===== src/rtl/updown_counter_pkg.sv =====
// rtl/updown_counter_pkg.sv - shared constants and types for the up/down counter slice
package updown_counter_pkg;

    // Two guard bits hold count + inc - dec without loss: one for carry, one for sign.
    localparam int EXT_BITS = 2;

    typedef enum logic {
        MODE_WRAP  = 1'b0,
        MODE_CLAMP = 1'b1
    } count_mode_e;

    function automatic count_mode_e mode_from_param(input int saturate);
        return (saturate != 0) ? MODE_CLAMP : MODE_WRAP;
    endfunction

endpackage


===== src/rtl/updown_counter_next.sv =====
// rtl/updown_counter_next.sv - combinational next-count: extend, add inc, subtract dec, wrap or clamp
module updown_counter_next
    import updown_counter_pkg::*;
#(
    parameter int WIDTH    = 8,
    parameter int INC_SIZE = 1,
    parameter int DEC_SIZE = 1,
    parameter int SATURATE = 0
) (
    input  logic [WIDTH-1:0]    count,
    input  logic [INC_SIZE-1:0] inc,
    input  logic [DEC_SIZE-1:0] dec,
    output logic [WIDTH-1:0]    count_next
);

    if (WIDTH < 1) begin : g_bad_width
        $error("updown_counter_next: WIDTH must be >= 1");
    end
    if (INC_SIZE < 1 || INC_SIZE > WIDTH) begin : g_bad_inc
        $error("updown_counter_next: INC_SIZE must be in 1..WIDTH");
    end
    if (DEC_SIZE < 1 || DEC_SIZE > WIDTH) begin : g_bad_dec
        $error("updown_counter_next: DEC_SIZE must be in 1..WIDTH");
    end

    localparam int          EW   = WIDTH + EXT_BITS;
    localparam count_mode_e MODE = mode_from_param(SATURATE);

    logic [EW-1:0] count_ext;
    logic [EW-1:0] inc_ext;
    logic [EW-1:0] dec_ext;
    logic [EW-1:0] sum;
    logic          negative;
    logic          overflow;

    always_comb begin
        count_ext  = {{EXT_BITS{1'b0}}, count};
        inc_ext    = {{(EW-INC_SIZE){1'b0}}, inc};
        dec_ext    = {{(EW-DEC_SIZE){1'b0}}, dec};
        sum        = count_ext + inc_ext - dec_ext;
        // Top bit is the sign; a set bit WIDTH with a clear sign means above full scale.
        negative   = sum[EW-1];
        overflow   = ~sum[EW-1] & sum[WIDTH];
        count_next = sum[WIDTH-1:0];
        if (MODE == MODE_CLAMP) begin
            if (negative) begin
                count_next = '0;
            end else if (overflow) begin
                count_next = '1;
            end
        end
    end

endmodule


===== src/rtl/updown_counter.sv =====
// rtl/updown_counter.sv - registered up/down counter with asynchronous active-low clear
module updown_counter
    import updown_counter_pkg::*;
#(
    parameter int WIDTH    = 8,
    parameter int INC_SIZE = 1,
    parameter int DEC_SIZE = 1,
    parameter int SATURATE = 0
) (
    input  logic                clk,
    input  logic                rst_n,
    input  logic [INC_SIZE-1:0] inc,
    input  logic [DEC_SIZE-1:0] dec,
    output logic [WIDTH-1:0]    count
);

    logic [WIDTH-1:0] count_next;

    updown_counter_next #(
        .WIDTH    (WIDTH),
        .INC_SIZE (INC_SIZE),
        .DEC_SIZE (DEC_SIZE),
        .SATURATE (SATURATE)
    ) u_next (
        .count      (count),
        .inc        (inc),
        .dec        (dec),
        .count_next (count_next)
    );

    always_ff @(posedge clk or negedge rst_n) begin
        if (!rst_n) begin
            count <= '0;
        end else begin
            count <= count_next;
        end
    end

endmodule


===== config.mk =====
export PLATFORM = sky130hd
export DESIGN_NAME = updown_counter
export DESIGN_NICKNAME = d
export VERILOG_FILES = /design/src/rtl/updown_counter_pkg.sv /design/src/rtl/updown_counter_next.sv /design/src/rtl/updown_counter.sv
export SDC_FILE = /design/constraint.sdc
export NUM_CORES = 1
export LEC_CHECK = 0
export CAP_MARGIN = 10
export CELL_PAD_IN_SITES_DETAIL_PLACEMENT = 1
export CELL_PAD_IN_SITES_GLOBAL_PLACEMENT = 2
export CORE_UTILIZATION = 29
export DETAILED_ROUTE_END_ITERATION = 8
export MAX_ROUTING_LAYER = met4
export PLACE_DENSITY_LB_ADDON = 0.05
export SYNTH_ARGS = -nofsm -noshare
export SYNTH_HDL_FRONTEND = slang
export SYNTH_HIERARCHICAL = 1
export SYNTH_SLANG_ARGS = --single-unit

===== constraint.sdc =====
create_clock -name clk -period 2.3 [get_ports clk]
set_input_delay 0.69 -clock clk [delete_from_list [all_inputs] [get_ports clk]]
set_output_delay 0.69 -clock clk [all_outputs]
set_load 0.02 [all_outputs]

==> impl_metrics.ini <==
[sta]
grt_setup_unrepaired = false
final_hold_viol_count = 0
tightestPinTransition_ns = 0.3918
drv_slew = 0
setup_ws_ns = 0.04129
timing.slew.headroom = 0.7380
setup_viol = 0
finalCritPeriodShare = 0.9820
maxClockFrequency_ghz = 0.4427
period_needed_ns = 2.259
worst_clock_skew_ns = 0.01197

[placed_design]
detailedPlace.worstSlack_ns = -0.4977
place.detailed.hpwl_um = 964.4
dpl.cell_count = 99
placedInstanceArea_um2 = 747.0
port-buffer-count = 11
gpl.final_weighted_congestion = 0.6579

[clock_tree]
clk_latency_ns = 0.25
cts_root_buffer = sky130_fd_sc_hd__clkbuf_4
tritoncts = built
clock_sink_count = 8
clk_pin_slew_ns = 0.05
cts_post_setup_buffers_inserted = 0
postCtsHoldBufs = 0
clock_path_buffers = 2
cts.htree.levels = 1
cts_inserted_buffers = 3

[grt]
gr-usage-all-layers = 0.1380
largest_net_degree_at_the_start_of_global_routing = 9
grt_overflow = 0
grt_pass1_vias = 430
grt_first_pass_wirelength_um = 1890
antenna_found_initial = 0

[hold_path]
min-delay-path-class = flip-flop to flip-flop

[layout]
layout_overhead_on_the_synthesized_area_pct = 39.64
num-nets-final = 92
regMostFlops = count
insertedDiodeCount = 0
layout-drive-gt1-share = 0.1948
fillerInstances = 226
final_area_um2 = 775.7
largest_register_ff_count = 8
post_layout_instance_count_excluding_filler_cells = 102
largestRegisters = count x8

[route]
residual_antenna_violating_net_count_after_detailed_routing = 0
drc = 0
wirelength_um = 1154
post_drt_wl_per_cell_um = 11.31
post_drt_via_cell_ratio = 4.471
drt_pass1_iterations = 2
route.vias.total = 456
initialDrtViolationCount = 4

[critical_path]
critical_path_peak_fanout = 2
reg2reg_setup_slack_ns = 0.20
worst_path_max_delay_cell = sky130_fd_sc_hd__or4b_1
worstPathArrival_ns = 2.44
worst-r2r-cell-count = 10
worstReg2RegEnd = count[6]
worstSetupStartpoint = dec
reg2reg_from = count[0]
cp.required_ns = 2.48
cp-start-kind = input port
timing.critical_path.cells = buf_2 -> ha_4 -> inv_1 -> ha_2 -> inv_2 -> fa_2 -> nor2b_4 -> o31a_1 -> or4b_1 -> nand3_1
critPathCaptureType = flip-flop
critPathKind = input port to flip-flop
worstSetupEndpoint = count[6]
critical_path_s_largest_stage_delay_ns = 0.47

[die]
floorplan.core_area_mm2 = 0.001764
die_area_mm2 = 0.002094
io_pins = 12
die-width_um = 45.77
initial_core_util = 0.3149
fp.dieH_um = 45.77
row_count = 15

[status]
status = complete, no violations

[yosys]
yosys.cell_types.count = 20
postSynthCellCount = 57
synthesis.area_per_instance_um2 = 9.746
yosysSeqAreaShare = 0.3604
synth_seq_cells = 8
postSynthNetCount = 70
number_of_synthesis_warnings = 6
synth.cell_area_um2 = 555.5

[run]
max_cap_violations = 0
[Yosys cell counts (all sizes together)]
master / number / area, um^2
a211oi: 2 / 15.01
fa: 1 / 20.02
o21ai: 4 / 20.02
nand2: 1 / 3.750
nor2: 4 / 15.01
dfrtp: 8 / 200.2
or4b: 1 / 10.01
o31a: 1 / 8.760
a21o: 1 / 7.510
nand3: 1 / 5.000
xnor2: 4 / 35.03
ha: 8 / 100.1
a21oi: 4 / 20.02
o21a: 1 / 7.510
o21bai: 1 / 7.510
nor2b: 2 / 20.02
mux2i: 1 / 10.01
inv: 11 / 41.29
a41oi: 1 / 8.760
[critical path: cells and delay by family]
family / cells / cell delay, ns
AOI/OAI and AO/OA: 1 / 0.29
and+or+nand+nor: 3 / 0.60
buffers and inverters: 3 / 0.21
adders and majority gates: 3 / 0.66
[worst min-delay path by stage]
stage | start | end | slack (ns) | depth (start not counted)
6_report | count[7] | count[7] | 0.60 | 2
5_1_grt | count[7] | count[7] | 0.64 | 2
4_1_cts | count[7] | count[7] | 0.61 | 2
3_5_place_dp | count[7] | count[7] | 0.60 | 2
3_3_place_gp | count[7] | count[7] | 0.59 | 2
2_1_floorplan | rst_n | count[0] | 0.39 | 0
[layout by cell type, fill, tap and decap left out]
cell	Yosys	layout
sky130_fd_sc_hd__a21o_1	1	1
sky130_fd_sc_hd__ha_1	8	6
sky130_fd_sc_hd__ha_4	0	1
sky130_fd_sc_hd__or4b_1	1	1
sky130_fd_sc_hd__inv_2	0	1
sky130_fd_sc_hd__inv_1	11	10
sky130_fd_sc_hd__mux2i_1	1	1
sky130_fd_sc_hd__fa_2	0	1
sky130_fd_sc_hd__dfrtp_1	8	8
sky130_fd_sc_hd__a21oi_1	4	4
sky130_fd_sc_hd__ha_2	0	1
sky130_fd_sc_hd__a211oi_1	2	2
sky130_fd_sc_hd__clkbuf_4	0	3
sky130_fd_sc_hd__o21a_1	1	1
sky130_fd_sc_hd__dlygate4sd2_1	0	1
sky130_fd_sc_hd__nor2_1	4	4
sky130_fd_sc_hd__o21bai_1	1	1
sky130_fd_sc_hd__o31a_1	1	1
sky130_fd_sc_hd__clkdlybuf4s50_1	0	9
sky130_fd_sc_hd__buf_4	0	6
sky130_fd_sc_hd__buf_2	0	1
sky130_fd_sc_hd__nand2_1	1	1
sky130_fd_sc_hd__nor2b_4	1	1
sky130_fd_sc_hd__xnor2_1	4	4
sky130_fd_sc_hd__nand3_1	1	1
sky130_fd_sc_hd__a41oi_1	1	1
sky130_fd_sc_hd__nor2b_1	1	1
sky130_fd_sc_hd__o21ai_0	4	4
[stage by stage]
step | hold WS, ns | utilization | setup TNS, ns
after floorplan | 0.3944 | - | -0.007520
after global placement | 0.5891 | 0.4234 | -1.597
after detailed placement | 0.5981 | 0.4234 | -1.659
after CTS | 0.6096 | 0.4397 | 0
after global routing | 0.6350 | 0.4397 | 0
final | 0.6039 | 0.4397 | 0
[logic make-up (layout without fill, tap and decap cells)]
logic type | count (synthesis) | in the layout | synth area share
DFF | 8 | 8 | 0.3604
buffers and inverters | 11 | 31 | 0.07433
muxes | 1 | 1 | 0.01802
adders and majority gates | 9 | 9 | 0.2162
AOI/OAI and AO/OA | 15 | 15 | 0.1712
xor gates and xnor gates | 4 | 4 | 0.06306
and+or+nand+nor | 9 | 9 | 0.09683
[per-layer routing]
metal	part of all wire	GRT usage
met1	0.49	0.1760
met2	0.49	0.2000
met3	0.021	0.03571
met4	0	0.07059
met5	0	-
[layout make-up]
| cell class | count | area [um^2] | share of cell area |
|---|---|---|---|
| multi-input combinational | 38 | 331.6 | 0.4274 |
| sequential | 8 | 200.2 | 0.2581 |
| timing repair buffer | 17 | 148.9 | 0.1919 |
| inverter | 11 | 41.29 | 0.05323 |
| tap | 25 | 31.28 | 0.04032 |
| clock buffer | 3 | 22.52 | 0.02903 |
[repair_timing]
action | in CTS | in global routing
pin swaps | 5 | 2
gates cloned | 0 | 0
resized for setup | 5 | 0
setup endpoints to repair | 3 | 1
Power is not shown: default switching activity piles up to over one toggle a cycle in this logic, so the estimate is an artifact.
